File: src/rtl/mult_pipe_reg.sv
// mult_pipe_reg: register pipeline that carries multiplier results and their
// writeback metadata from mult1 to the writeback arbiter.
// Each stage has a valid bit. Back-pressure collapses bubbles, flush kills
// every in-flight entry, and the block reports its occupancy.
// Optional: define MULT_PIPE_HAZARD_EN to expose in-flight destination hazard
// outputs for rs1/rs2.
module mult_pipe_reg #(
    parameter int DATA_W = 32,
    parameter int ADDR_W = 5,
    parameter int STAGES = 2
) (
    input  logic              clk_i,
    input  logic              rst_i,
    input  logic              in_valid_i,
    output logic              in_ready_o,
    input  logic [DATA_W-1:0] in_data_i,
    input  logic [ADDR_W-1:0] in_addr_i,
    input  logic              in_we_i,
    input  logic [DATA_W-1:0] in_instr_i,
    input  logic [DATA_W-1:0] in_pc_i,
    input  logic              stall_i,
    input  logic              flush_i,
    output logic              out_valid_o,
    output logic [DATA_W-1:0] out_data_o,
    output logic [ADDR_W-1:0] out_addr_o,
    output logic              out_we_o,
    output logic [DATA_W-1:0] out_instr_o,
    output logic [DATA_W-1:0] out_pc_o,
    output logic [STAGES-1:0] stage_valid_o,
    output logic [3:0]        count_o
`ifdef MULT_PIPE_HAZARD_EN
    ,
    input  logic [ADDR_W-1:0] rs1_addr_i,
    input  logic [ADDR_W-1:0] rs2_addr_i,
    output logic              hazard_rs1_o,
    output logic              hazard_rs2_o
`endif
);

    logic [STAGES-1:0]             valid_q, valid_d, ready;
    logic [STAGES-1:0]             we_q, we_d;
    logic [STAGES-1:0][DATA_W-1:0] data_q, data_d;
    logic [STAGES-1:0][DATA_W-1:0] instr_q, instr_d;
    logic [STAGES-1:0][DATA_W-1:0] pc_q, pc_d;
    logic [STAGES-1:0][ADDR_W-1:0] addr_q, addr_d;

    // Ready chain. A stage is blocked only if it and every stage after it are
    // valid while the output is stalled. Folding the chain this way avoids a
    // self-referencing combinational vector.
    always_comb begin
        logic tail_blocked;
        tail_blocked = stall_i;
        ready        = '0;
        for (int k = STAGES - 1; k >= 0; k--) begin
            tail_blocked = tail_blocked && valid_q[k];
            ready[k]     = !tail_blocked;
        end
    end

    assign in_ready_o = ready[0];

    // Next state: each ready stage pulls from its source. Payload moves only
    // with a valid source, so bubbles leave stale data behind. Flush clears
    // the valid bits and leaves the payload untouched.
    always_comb begin
        valid_d = valid_q;
        we_d    = we_q;
        data_d  = data_q;
        instr_d = instr_q;
        pc_d    = pc_q;
        addr_d  = addr_q;
        if (ready[0]) begin
            valid_d[0] = in_valid_i;
            if (in_valid_i) begin
                data_d[0]  = in_data_i;
                addr_d[0]  = in_addr_i;
                we_d[0]    = in_we_i;
                instr_d[0] = in_instr_i;
                pc_d[0]    = in_pc_i;
            end
        end
        for (int k = 1; k < STAGES; k++) begin
            if (ready[k]) begin
                valid_d[k] = valid_q[k-1];
                if (valid_q[k-1]) begin
                    data_d[k]  = data_q[k-1];
                    addr_d[k]  = addr_q[k-1];
                    we_d[k]    = we_q[k-1];
                    instr_d[k] = instr_q[k-1];
                    pc_d[k]    = pc_q[k-1];
                end
            end
        end
        if (flush_i) begin
            valid_d = '0;
            we_d    = we_q;
            data_d  = data_q;
            instr_d = instr_q;
            pc_d    = pc_q;
            addr_d  = addr_q;
        end
    end

    // State registers. The async reset clears valid bits and payload.
    always_ff @(posedge clk_i or posedge rst_i) begin
        if (rst_i) begin
            valid_q <= '0;
            we_q    <= '0;
            data_q  <= '0;
            instr_q <= '0;
            pc_q    <= '0;
            addr_q  <= '0;
        end else begin
            valid_q <= valid_d;
            we_q    <= we_d;
            data_q  <= data_d;
            instr_q <= instr_d;
            pc_q    <= pc_d;
            addr_q  <= addr_d;
        end
    end

    assign out_valid_o   = valid_q[STAGES-1];
    assign out_data_o    = data_q[STAGES-1];
    assign out_addr_o    = addr_q[STAGES-1];
    assign out_we_o      = valid_q[STAGES-1] && we_q[STAGES-1];
    assign out_instr_o   = instr_q[STAGES-1];
    assign out_pc_o      = pc_q[STAGES-1];
    assign stage_valid_o = valid_q;

    // Occupancy: the popcount of the current valid bits.
    always_comb begin
        count_o = '0;
        for (int k = 0; k < STAGES; k++) count_o = count_o + 4'(valid_q[k]);
    end

`ifdef MULT_PIPE_HAZARD_EN
    // Hazard: a valid, writing in-flight entry targets a source register.
    // Register x0 never counts as a hazard.
    always_comb begin
        hazard_rs1_o = 1'b0;
        hazard_rs2_o = 1'b0;
        for (int k = 0; k < STAGES; k++) begin
            if (valid_q[k] && we_q[k] && addr_q[k] == rs1_addr_i && rs1_addr_i != '0)
                hazard_rs1_o = 1'b1;
            if (valid_q[k] && we_q[k] && addr_q[k] == rs2_addr_i && rs2_addr_i != '0)
                hazard_rs2_o = 1'b1;
        end
    end
`endif

endmodule

File: config.mk
export PLATFORM = sky130hd
export DESIGN_NAME = mult_pipe_reg
export DESIGN_NICKNAME = d
export VERILOG_FILES = /design/src/rtl/mult_pipe_reg.sv
export SDC_FILE = /design/constraint.sdc
export NUM_CORES = 1
export LEC_CHECK = 0
export BUFFER_PORTS_ARGS = -buffer_cell sky130_fd_sc_hd__buf_2
export CORE_MARGIN = 2
export CORE_UTILIZATION = 50
export CTS_BUF_LIST = sky130_fd_sc_hd__clkbuf_2
export CTS_CLUSTER_DIAMETER = 200
export CTS_CLUSTER_SIZE = 30
export DETAILED_ROUTE_END_ITERATION = 12
export PLACE_DENSITY = 0.91
export SLEW_MARGIN = 20
export SYNTH_ARGS = -nofsm -noshare
export SYNTH_HDL_FRONTEND = slang
export SYNTH_SLANG_ARGS = --single-unit
File: constraint.sdc
create_clock -name clk_i -period 6.6 [get_ports clk_i]
set_clock_uncertainty 0.1 [all_clocks]
set_input_delay 0.66 -clock clk_i [delete_from_list [all_inputs] [get_ports clk_i]]
set_output_delay 0.66 -clock clk_i [all_outputs]
set_load 0.02 [all_outputs]
# Yosys cells after proc, flatten, opt, wreduce, memory -nomap -nowiden
# Index checks and enable logic that the tools add are counted.
dict set report word_totals {
  out_inout_bits 110
  input_bits 107
  regBits 206
  elab_cells 27
}
dict set report classes {
  n_bitwise 3
  n_eq_ne 2
  reduce_logical 6
  addsub 1
  mux 3
}
# op n
set op_table {}
lappend op_table {{$reduce_and 3->1} 2}
lappend op_table {{$ne 2x2->1 const B} 2}
lappend op_table {{$logic_and 1x1->1} 3}
lappend op_table {{$not 1->1} 3}
lappend op_table {{$add 1x1->2} 1}
lappend op_table {{$mux 1} 2}
lappend op_table {{$mux 2} 1}
lappend op_table {{$logic_not 1->1} 1}

# Longest topological paths before layout
# Gate-level depths: netlist of run 1.
dict set report depth {
  word_depth 4
  ltp_mapped 5
  depth_no_buf 3
}

# Worst setup path before layout of run 1
# No wires, ideal clock.
dict set report synth_path {
  path_type {in2reg}
  start {input stall_i}
  end {register addr_q[0] (netlist name)}
  path_stages 5
  n_path_buf 2
  setup_slack_ns 4.693
  required_ns 6.373
  arrival_time_ns 1.680
  setup_time_ns 0.127
  cell_sequence {and3_1 > nor3b_2 > buf_4 > buf_6 > mux2_1}
}
dict set report synth_between {
  elab_chain_cells 4
}
# element line_no
set synth_rtl {}
lappend synth_rtl {{start, declared} 21} ;# input logic stall_i,
lappend synth_rtl {{$logic_and 1x1->1 (2 in series)} 55} ;# tail_blocked = tail_blocked && valid_q[k];
lappend synth_rtl {{$not 1->1 (no line)} --}
lappend synth_rtl {{$reduce_and 3->1 (no line)} --}
lappend synth_rtl {{end signal, assigned} 119} ;# addr_q <= addr_d;
lappend synth_rtl {{end, declared} 45} ;# logic [STAGES-1:0][ADDR_W-1:0] addr_q, addr_d;
# Every way passes these cells.
# A chain may end at the register's enable or synchronous reset.

# Worst setup path after layout of run 1
dict set report layout_path {
  start {register valid_q[0], in the netlist stage_valid_o[0]}
  end {output in_ready_o}
}
dict set report layout_between {
  elab_chain_cells 2
}
# element line_no
set layout_rtl {}
lappend layout_rtl {{start, declared} 40} ;# logic [STAGES-1:0] valid_q, valid_d, ready;
lappend layout_rtl {{start signal, assigned} 114} ;# valid_q <= valid_d;
lappend layout_rtl {{$logic_and 1x1->1} 55}
lappend layout_rtl {{$logic_not 1->1} 56} ;# ready[k] = !tail_blocked;
lappend layout_rtl {{end, declared} 15} ;# output logic in_ready_o,
# Every way passes these cells.

==> results of run 1 <==
-- kinds of logic after synthesis --
group / count (synthesis) / synth area share [%]
buf+inv: 128 / 11.8
simple gates: 9 / 0.689
fa+ha+maj: 1 / 0.147
other cells: 1 / 0.0440
flops: 206 / 60.4
mux: 204 / 26.9
-- power breakdown --
group          internal [mW]  switching (mW)  leakage [nW]
logic                  0.395           0.479          2.18
registers               1.55           0.147          2.44
clock network         0.0834           0.344        0.0598
-- per-stage QoR --
stage / std cells / worst slack [ps] / hold WS [ps] / cell area (um^2)
after floorplan: 550 / 216 / 352 / 8530
after global placement: 863 / 4040 / 361 / 8940
after detailed placement: 863 / 4020 / 368 / 8940
after CTS: 980 / 4010 / 130 / 10100
after global routing: 980 / 3900 / 144 / 10100
final: 980 / 4020 / 185 / 10100
-- placed cells by master (no fill, tap or decap) --
master,instances
sky130_fd_sc_hd__and2_1,2
sky130_fd_sc_hd__and3_1,1
sky130_fd_sc_hd__buf_2,214
sky130_fd_sc_hd__buf_4,5
sky130_fd_sc_hd__bufinv_16,1
sky130_fd_sc_hd__clkbuf_2,11
sky130_fd_sc_hd__conb_1,2
sky130_fd_sc_hd__dfrtp_1,206
sky130_fd_sc_hd__dlygate4sd3_1,105
sky130_fd_sc_hd__ha_1,1
sky130_fd_sc_hd__inv_1,1
sky130_fd_sc_hd__inv_8,1
sky130_fd_sc_hd__mux2_1,87
sky130_fd_sc_hd__mux2_2,117
sky130_fd_sc_hd__nor2_1,4
sky130_fd_sc_hd__nor3b_4,2
-- critical path, delay by kind of cell (launching register included) --
kind                   cells  cell delay, ps
buffers and inverters      2             230
flip-flops                 1             540
AND/OR/NAND/NOR            1             280
-- sequential cells by signal (all words and copies together), names as in the netlist --
signal         count
addr_q             5
data_q            32
instr_q           32
out_addr_o         5
out_data_o        32
out_instr_o       32
out_pc_o          32
pc_q              32
stage_valid_o      2
we_q               2
-- worst min path at each step --
stage                                 from                           end  cells after the start
finish                             stall_i  stage_valid_o[1]$_DFFE_PP0P_                      4
global placement     data_q[1]$_DFFE_PP0P_         data_q[1]$_DFFE_PP0P_                      1
global route                       stall_i  stage_valid_o[1]$_DFFE_PP0P_                      4
floorplan            addr_q[0]$_DFFE_PP0P_         addr_q[0]$_DFFE_PP0P_                      1
CTS                                stall_i  stage_valid_o[1]$_DFFE_PP0P_                      4
detailed placement  data_q[11]$_DFFE_PP0P_        data_q[11]$_DFFE_PP0P_                      1
-- layout make-up --
| class | count | share of cell area [%] |
|---|---|---|
| clock inverters | 1 | 0.298 |
| well taps | 220 | 2.73 |
| multi-input cells | 216 | 23.7 |
| clock buffers | 11 | 0.546 |
| inverters | 2 | 0.149 |
| flip-flops and latches | 206 | 51.1 |
| repair buffers | 324 | 21.4 |
-- per-layer routing --
| layer | vias up | GRT usage (%) | share of wire, % |
|---|---|---|---|
| met5 | - | 0 | 0 |
| met4 | 0 | 4.68 | 2.2 |
| met3 | 26 | 4.80 | 6.8 |
| met2 | 165 | 32.0 | 50 |
| met1 | 2475 | 22.1 | 41 |
| li1 | 2180 | - | - |
==> metrics.md, run 1 <==
| Metric | Value |
|---|---|
| Max-slew headroom at the worst pin | 38.0% |
| Number of antenna violations at the first check in global routing | 0 |
| Cells along the critical path | and3_1, inv_1, buf_2 |
| Maximum number of pins on one net before global-route repair | 131 |
| Cell count after synthesis | between 500 and 600 |
| Fraction of layout instances using a drive strength above 1 | between 40% and 50% |
| Worst-case clock buffer depth | 3 |
| Clock insertion delay at the later pin of the skew report | 770 ps |
| Area enclosed by the die boundary | 0.0181 mm^2 |
| Arrival @ worst endpoint | 1820 ps |
| First-iteration detailed-routing DRC count | 159 |
| Routed wire per std cell | 16.9 um |
| Lkg Pwr | ~4.7 nW |
| Area share of the largest cell type after synthesis | around three fifths |
| Flops & latches, synth | 206 |
| Post-route fraction of the period consumed by the critical path | 39.1% |
| Max Freq | 0.387 GHz |
| Initial Util | 51.3% |
| Sum of overflow across all layers after global routing | 0 |
| Cell variety after synth | 13 |
| Via count | 4846 |
| Die Width | 135 um |
| Number of global-route vias before repair | 5231 |
| Sum of internal, switching and leakage power | 3.00 mW |
| Dominant cells by area after synthesis | sky130_fd_sc_hd__dfrtp_1 (60%), sky130_fd_sc_hd__mux2_2 (15%), sky130_fd_sc_hd__mux2_1 (11%) |
| Root buf cell | sky130_fd_sc_hd__clkbuf_2 |
| Post-CTS Hold Fix Bufs | 105 |
| I/O pin count | 217 |
| Finish-stage setup viols | 0 |
| Global-route wire length before repair | 26400 um |
| Launching instance or port of the critical path | stage_valid_o[0]$_DFFE_PP0P_ |
| RSZ-0062 raised after global routing | false |
| GP Congestion | about 0.73 |
| PostCTS Resize Cnt | 0 |
| Area of combinational cells with multiple inputs | 0.00239 mm^2 |
| Post-route antenna net violation count | 0 |
| Delay contributed by the slowest stage of the critical path | 540 ps |
| Number of warnings issued by yosys | 0 |
| Residual DRC count | 0 |
| Die extent in y | between 100 and 150 um |
| Final-layout setup total negative slack | 0 ps |
| Setup fix buffers added after clock tree synthesis | 0 |
| Number of rows in the core area | 47 |
| Area growth from synthesis to layout | 18.1% |
| Status | finished, final reports clean |
| Storage element area | between 0.005 and 0.006 mm^2 |
| TritonCTS clock tree | built |
| Critical Path Slowest Stage Cell | sky130_fd_sc_hd__dfrtp_1 |
| Cell taking the most area after synthesis | sky130_fd_sc_hd__dfrtp_1 |
| Final Hold Violating Endpoints | 0 |
| Area of the core region | 0.0166 mm^2 |
| Number of synthesized flops with an enable pin | 0 |
| Clock-pin slew of the registers on the worst-case setup and hold paths | 540 ps |
| Endpoint of the most critical setup path | in_ready_o |
| Register-to-register setup slack | 4320 ps |
| Post-Route Utilization | 60.6% |
| Fraction of the yosys area taken by sequential cells | 60.4% |
| Critical path type | register to primary output |
| Combined area of all synthesized cells | between 0.008 and 0.009 mm^2 |
| Clk sink count | 206 |
| Transition at the pin with the smallest max-transition slack | 930 ps |
| Detail-routed via count per cell | 4.94 |
| Terminus of the critical flop-to-flop path | pc_q[30]$_DFFE_PP0P_ |
| Detailed-placement wirelength estimate | between 9000 and 10000 um |
| Level count of the clock H-tree | 1 |
| Pwr/cell area | 297 mW/mm^2 |
| Sort of element at the start of the critical path | register |
| R2r startpoint | stage_valid_o[0]$_DFFE_PP0P_ |
| Number of filler instances in the final layout | 1210 |
| Most common flop cell mapped by yosys | sky130_fd_sc_hd__dfrtp_1 |
| Worst hold-check path type | primary input to register |
| Count of nets after finishing | 868 |
| Async S/R FF share, synth | 100% |
| Max-cap violations | 0 |
| Wire length after detailed routing | 16600 um |
| TritonCTS buffer count | 10 |
| Peak supply drop | 0.219 mV |
| Cell depth of the worst flop-to-flop path | 4 |
| Number of I/O port buffers | 214 |
| Crit-path max FO | 5 |
| GRT Total Usage | 18.1% |
| CP Capture Type | primary output |
| Antenna Diode Count | 0 |
| Count leader, synth | sky130_fd_sc_hd__dfrtp_1 |
| Tmin final | ~2600 ps |
| Most common library cells after synthesis | sky130_fd_sc_hd__dfrtp_1 (206), sky130_fd_sc_hd__mux2_2 (117), sky130_fd_sc_hd__buf_4 (106) |
| Required time of the critical path | roughly 5800 ps |
| Fin. max-slew vios | 0 |
| Post-synthesis area per instance | 15.5 um^2 |
| Number of detailed-route iterations in the first pass | 4 |
No activity file was read; power rests on OpenSTA's default activity.
==> run 2: changes to the inputs <==
==> constraint.sdc (replaced) <==
create_clock -name clk_i -period 2.2 [get_ports clk_i]
set_clock_uncertainty 0.1 [all_clocks]
set_input_delay 0.22 -clock clk_i [delete_from_list [all_inputs] [get_ports clk_i]]
set_output_delay 0.22 -clock clk_i [all_outputs]
set_load 0.02 [all_outputs]
==> run 2 against run 1 <==
  * Global-route usage rose by 2.0 points
  * Via count rose by 3.9%
  * Non-clock buffer count rose by 62
  * Utilization rose by 4.2 points
  * Highest routed layer unchanged
==> metrics.md, run 2 (synthesis results as in run 1) <==
| Metric | Value |
|---|---|
| Status | finished, final reports clean |
| Sort of element at the start of the critical path | register |
| GP Congestion | 0.729 (about the same) |
| Post-route worst setup slack | 100 ps (-3920 ps) |
| Clock-pin slew of the registers on the worst-case setup and hold paths | 530 ps (about the same) |
| Seq pwr share | 55.7% (-0.9 points) |
| Final worst hold slack | 56.5 ps (-129 ps) |
| Sum of internal, switching and leakage power | 9.16 mW (+210%) |
| Detail-routed via count per cell | 4.83 (-2.2%) |
| Pwr/cell area | 850 mW/mm^2 (+190%) |
| Clock group share of total power | 14.2% (about the same) |
| Level count of the clock H-tree | 1 (unchanged) |
| Switching share of total power | 32.7% (+0.28 points) |
| Arrival @ worst endpoint | 1780 ps (-40 ps) |
| Power dissipated by switching net loads | 2.99 mW (+210%) |
| Post-route fraction of the period consumed by the critical path | 95.4% |
| Delay contributed by the slowest stage of the critical path | 540 ps (about the same) |
| Routed wire per std cell | 17.8 um (+5.0%) |
| Max Freq | 0.476 GHz |
| Detailed-placement wirelength estimate | 10400 um (+4.5%) |
| R2r startpoint | stage_valid_o[0]$_DFFE_PP0P_ |
| TritonCTS clock tree | built |
| Min-delay src | in_pc_i[20] |
| Final Hold Violating Endpoints | 0 (unchanged) |
| Worst hold-check path type | primary input to register |
| Commonest cells after routing, fill and taps aside | sky130_fd_sc_hd__buf_2 (214), sky130_fd_sc_hd__dfrtp_1 (205), sky130_fd_sc_hd__dlygate4sd3_1 (162) |
| Residual DRC count | 0 (unchanged) |
| Post-Route Utilization | 64.7% (+4.2 points) |
| Die extent in y | 135 um (unchanged) |
| I/O pin count | 217 (unchanged) |
| Global-route wire length before repair | 29000 um (+9.9%) |
| Finish-stage setup viols | 0 (unchanged) |
| Cells along the critical path | ha_1, buf_2 |
| Crit-path max FO | 5 (unchanged) |
| Area growth from synthesis to layout | 26.3% |
| Count of nets after finishing | 930 (+7.1%) |
| Root buf cell | sky130_fd_sc_hd__clkbuf_2 |
| Required time of the critical path | 1880 ps (-3960 ps) |
| Critical Path Slowest Stage Cell | sky130_fd_sc_hd__dfrtp_2 |
| GRT Total Usage | 20.1% (+2.0 points) |
| Area of the core region | 0.0166 mm^2 (unchanged) |
| Storage element area | 0.00516 mm^2 (about the same) |
| Final-layout setup total negative slack | 0 ps (unchanged) |
| Critical path type | register to primary output |
| Number of detailed-route iterations in the first pass | 4 (unchanged) |
| Top delay family on crit path | flip-flops |
| Peak supply drop | 0.695 mV (+220%) |
| Clk sink count | 206 (unchanged) |
| Post-route antenna net violation count | 0 (unchanged) |
| Combinational share of power | 30.2% (+1.0 points) |
| Fin. max-slew vios | 0 (unchanged) |
| Number of rows in the core area | 47 (unchanged) |
| Number of I/O port buffers | 214 (unchanged) |
| Lkg Pwr | 4.96 nW (+6.0%) |
| Max-cap violations | 0 (unchanged) |
| Number of filler instances in the final layout | 1128 (-6.8%) |
| Number of antenna violations at the first check in global routing | 0 (unchanged) |
| Int Pwr | 6.17 mW (+200%) |
| First-iteration detailed-routing DRC count | 115 (-28%) |
| Die Width | 135 um (unchanged) |
| CP Buf/Inv Count | 1 (-1) |
| Number of global-route vias before repair | 5542 (+5.9%) |
| Launching instance or port of the critical path | stage_valid_o[1]$_DFFE_PP0P_ |
| Antenna Diode Count | 0 (unchanged) |
| CP Capture Type | primary output |
| Area enclosed by the die boundary | 0.0181 mm^2 (unchanged) |
| Final Instance Area | 0.0108 mm^2 (+6.9%) |
| Area of combinational cells with multiple inputs | 0.00239 mm^2 (about the same) |
| Fraction of layout instances using a drive strength above 1 | 43.6% (-2.6 points) |
| RSZ-0062 raised after global routing | true |
| Placed Cells incl. Taps | 867 (+0.46%) |
| Worst-case clock buffer depth | 3 (unchanged) |
| Worst slack, placed | 257 ps (-3760 ps) |
| Wire length after detailed routing | 18500 um (+12%) |
| Max-slew headroom at the worst pin | 65.0% (+27 points) |
| Via count | 5037 (+3.9%) |
| Transition at the pin with the smallest max-transition slack | 525 ps (-405 ps) |
| Commonest non-fill, non-tap cell in the layout | sky130_fd_sc_hd__buf_2 |
| Final std cells w/o fill | 1042 (+6.3%) |
| Sum of overflow across all layers after global routing | 0 (unchanged) |
| TritonCTS buffer count | 10 (unchanged) |
| Tmin final | 2100 ps |
| Placement-stage cell area | 0.00906 mm^2 (+1.3%) |
| Maximum number of pins on one net before global-route repair | 59 (-55%) |
| Initial Util | 51.3% (unchanged) |
| Clock insertion delay at the later pin of the skew report | 770 ps (about the same) |
[run 2: power by group through the flow]
stage / combinational (mW) / clock (mW) / sequential (mW)
after floorplan: 2.47 / 0 / 5.00
after global placement: 2.43 / 0 / 5.07
after detailed placement: 2.50 / 0 / 5.13
after CTS: 2.71 / 1.36 / 5.06
after global routing: 2.94 / 1.49 / 5.21
final: 2.76 / 1.30 / 5.10
[run 2: cell type report]
cell class,instances,share of cell area [%]
timing repair buffer,386,26.5
clock inverter,1,0.279
inverter,2,0.105
multi-input combinational,216,22.2
sequential,206,47.9
tap,220,2.56
clock buffer,11,0.511
[run 2: tightest hold or removal path, delay by kind of cell]
kind	cells	cell delay [ps]
multiplexers	1	130
buffers and inverters	2	600
[run 2: timing repair]
action	in CTS	in global routing
hold buffers	152	10
hold endpoints to repair	366	10
setup endpoints to repair	0	2
resized for setup	0	2
buffers inserted	0	1
[run 2: worst paths after layout]
kind,cells after the start,slack [ps],endpoint
min,3,60,pc_q[20]$_DFFE_PP0P_
max in group asynchronous,5,910,data_q[30]$_DFFE_PP0P_
max reg2reg,4,150,instr_q[27]$_DFFE_PP0P_
max,2,100,count_o[0]
min in group asynchronous,4,400,data_q[27]$_DFFE_PP0P_
min reg2reg,1,420,out_instr_o[31]$_DFFE_PP0P_
[run 2: per-layer routing]
layer | vias up | share of wire [%] | global-route usage (%)
li1 | 2303 | - | -
met1 | 2546 | 38 | 23.1
met2 | 159 | 54 | 37.8
met3 | 29 | 6.0 | 4.95
met4 | 0 | 2.3 | 4.33
met5 | - | 0 | 0
==> run 3: changes to the inputs <==
--- a/config.mk
+++ b/config.mk
@@ -13,6 +13,7 @@
 export CTS_CLUSTER_SIZE = 30
 export DETAILED_ROUTE_END_ITERATION = 12
 export PLACE_DENSITY = 0.91
+export RECOVER_POWER = 100
 export SLEW_MARGIN = 20
 export SYNTH_ARGS = -nofsm -noshare
 export SYNTH_HDL_FRONTEND = slang
==> run 3 against run 2 <==
  * Utilization hardly changed
  * Fmax stayed put
  * Sequential share of layout area hardly changed
  * Power hardly changed
  * Via count hardly changed
  * Critical endpoint unchanged
==> metrics.md, run 3 (synthesis results as in run 1) <==
| Metric | Value |
|---|---|
| First-iteration detailed-routing DRC count | 116 (+0.87%) |
| Launching instance or port of the critical path | stage_valid_o[1]$_DFFE_PP0P_ |
| Number of detailed-route iterations in the first pass | 4 (unchanged) |
| GP Congestion | 0.729 (unchanged) |
| Post-route antenna net violation count | 0 (unchanged) |
| Initial Util | 51.3% (unchanged) |
| GRT Total Usage | 20.1% (unchanged) |
| Global-route wire length before repair | 29000 um (unchanged) |
| Number of antenna violations at the first check in global routing | 0 (unchanged) |
| Worst slack, placed | 257 ps (unchanged) |
| TritonCTS buffer count | 10 (unchanged) |
| Max-slew headroom at the worst pin | 30.0% (-35 points) |
| Fraction of layout instances using a drive strength above 1 | 43.6% (unchanged) |
| Die extent in y | 135 um (unchanged) |
| Arrival @ worst endpoint | 1780 ps (about the same) |
| Final Hold Violating Endpoints | 0 (unchanged) |
| Finish-stage setup viols | 0 (unchanged) |
| Detailed-placement wirelength estimate | 10400 um (unchanged) |
| Number of I/O port buffers | 214 (unchanged) |
| Residual DRC count | 0 (unchanged) |
| Max-cap violations | 0 (unchanged) |
| Register-to-register setup slack | 150 ps (about the same) |
| Transition at the pin with the smallest max-transition slack | 1040 ps (+519 ps) |
| Clock-pin slew of the registers on the worst-case setup and hold paths | 530 ps (about the same) |
| Area growth from synthesis to layout | 26.3% (about the same) |
| Clock insertion delay at the later pin of the skew report | 770 ps (about the same) |
| Tmin final | 2100 ps (unchanged) |
| Worst hold-check path type | primary input to register |
| Peak supply drop | 0.695 mV (unchanged) |
| Endpoint of the most critical setup path | count_o[0] |
| Root buf cell | sky130_fd_sc_hd__clkbuf_2 |
| Sort of element at the start of the critical path | register |
| Clock group share of total power | 14.2% (about the same) |
| Detail-routed via count per cell | 4.84 (about the same) |
| Post-route worst setup slack | 100 ps (unchanged) |
| Maximum number of pins on one net before global-route repair | 59 (unchanged) |
| Int Pwr | 6.17 mW (about the same) |
| Max Freq | 0.476 GHz (unchanged) |
| Seq pwr share | 55.7% (about the same) |
| RSZ-0062 raised after global routing | true |
| Crit-path max FO | 5 (unchanged) |
| Critical path type | register to primary output |
| Commonest non-fill, non-tap cell in the layout | sky130_fd_sc_hd__buf_2 |
| Sum of overflow across all layers after global routing | 0 (unchanged) |
| Level count of the clock H-tree | 1 (unchanged) |
| R2r startpoint | stage_valid_o[0]$_DFFE_PP0P_ |
| Placement-stage cell area | 0.00906 mm^2 (unchanged) |
| TritonCTS clock tree | built |
| CP Capture Type | primary output |
| Switching share of total power | 32.7% (about the same) |
| Lkg Pwr | 4.96 nW (about the same) |
| Number of rows in the core area | 47 (unchanged) |
| Area enclosed by the die boundary | 0.0181 mm^2 (unchanged) |
| Final Instance Area | 0.0108 mm^2 (about the same) |
| Post-route fraction of the period consumed by the critical path | 95.4% (unchanged) |
| Commonest cells after routing, fill and taps aside | sky130_fd_sc_hd__buf_2 (214), sky130_fd_sc_hd__dfrtp_1 (205), sky130_fd_sc_hd__dlygate4sd3_1 (162) |
| Pwr/cell area | 851 mW/mm^2 (about the same) |
| Combinational share of power | 30.2% (about the same) |
| Area of the core region | 0.0166 mm^2 (unchanged) |
| Count of nets after finishing | 930 (unchanged) |
| Required time of the critical path | 1880 ps (about the same) |
| Power dissipated by switching net loads | 2.99 mW (about the same) |
| Routed wire per std cell | 17.8 um (about the same) |
| Cell depth of the worst flop-to-flop path | 4 (unchanged) |
| Wire length after detailed routing | 18500 um (about the same) |
| Terminus of the critical flop-to-flop path | instr_q[27]$_DFFE_PP0P_ |
| Die Width | 135 um (unchanged) |
| Worst-case clock buffer depth | 3 (unchanged) |
| Fin. max-slew vios | 0 (unchanged) |
| Status | finished, final reports clean |
| Antenna Diode Count | 0 (unchanged) |
| Number of global-route vias before repair | 5542 (unchanged) |
| I/O pin count | 217 (unchanged) |
| Clk sink count | 206 (unchanged) |
| Via count | 5040 (+0.060%) |
[run 3: through the flow]
stage | total power, mW | setup TNS [ps] | util (%) | hold WS, ps | cells
global route | 9.64 | -12.9 | 64.7 | -4.55 | 1042
finish | 9.16 | 0 | 64.7 | 56.5 | 1042
floorplan | 7.47 | -163210 | - | 186 | 550
CTS | 9.13 | 0 | 64.1 | 0.114 | 1031
global placement | 7.50 | 0 | 54.4 | 185 | 867
detailed placement | 7.63 | 0 | 54.4 | 192 | 867
[run 3: power groups by stage]
stage	logic, mW	clock network, mW	registers (mW)
3_5_place_dp	2.50	0	5.13
5_1_grt	2.94	1.49	5.21
4_1_cts	2.71	1.36	5.06
2_1_floorplan	2.47	0	5.00
6_report	2.76	1.30	5.10
3_3_place_gp	2.43	0	5.07
[run 3: how the worst min path moves through the flow]
stage	startpoint	end	slack, ps	cells past startpoint
6_report	in_pc_i[20]	pc_q[20]$_DFFE_PP0P_	60	3
5_1_grt	in_instr_i[7]	instr_q[7]$_DFFE_PP0P_	-5	3
4_1_cts	in_instr_i[24]	instr_q[24]$_DFFE_PP0P_	0.1	3
3_5_place_dp	rst_i	data_q[27]$_DFFE_PP0P_	190	2
3_3_place_gp	rst_i	out_data_o[27]$_DFFE_PP0P_	180	2
2_1_floorplan	flush_i	stage_valid_o[0]$_DFFE_PP0P_	190	1
[run 3: routing by layer]
layer | vias up | wire, um | GRT usage, %
met5 | - | 0 | 0
met4 | 0 | 433 | 4.33
met3 | 29 | 1110 | 4.95
met2 | 159 | 9960 | 37.8
met1 | 2549 | 7000 | 23.1
li1 | 2303 | - | -
[run 3: critical path: stages (launching register included)]
cell                      delay (ps)
sky130_fd_sc_hd__dfrtp_2         540
sky130_fd_sc_hd__ha_1            320
sky130_fd_sc_hd__buf_2           170
[run 3: timing repair]
| item | in CTS | in global routing |
|---|---|---|
| hold buffers | 152 | 10 |
| buffers inserted | 0 | 1 |
| gates resized for setup | 0 | 2 |
| endpoints found under the hold margin | 366 | 10 |
| endpoints found under the setup margin | 0 | 2 |
[run 3: final cells by class]
| cell class | count | area [um^2] |
|---|---|---|
| fillers | 1129 | 5870 |
| flip-flops and latches | 206 | 5160 |
| repair buffers | 386 | 2860 |
| multi-input cells | 216 | 2390 |
| well taps | 220 | 275 |
| clock buffers | 11 | 55.1 |
| clock inverters | 1 | 30.0 |
| inverters | 2 | 8.76 |
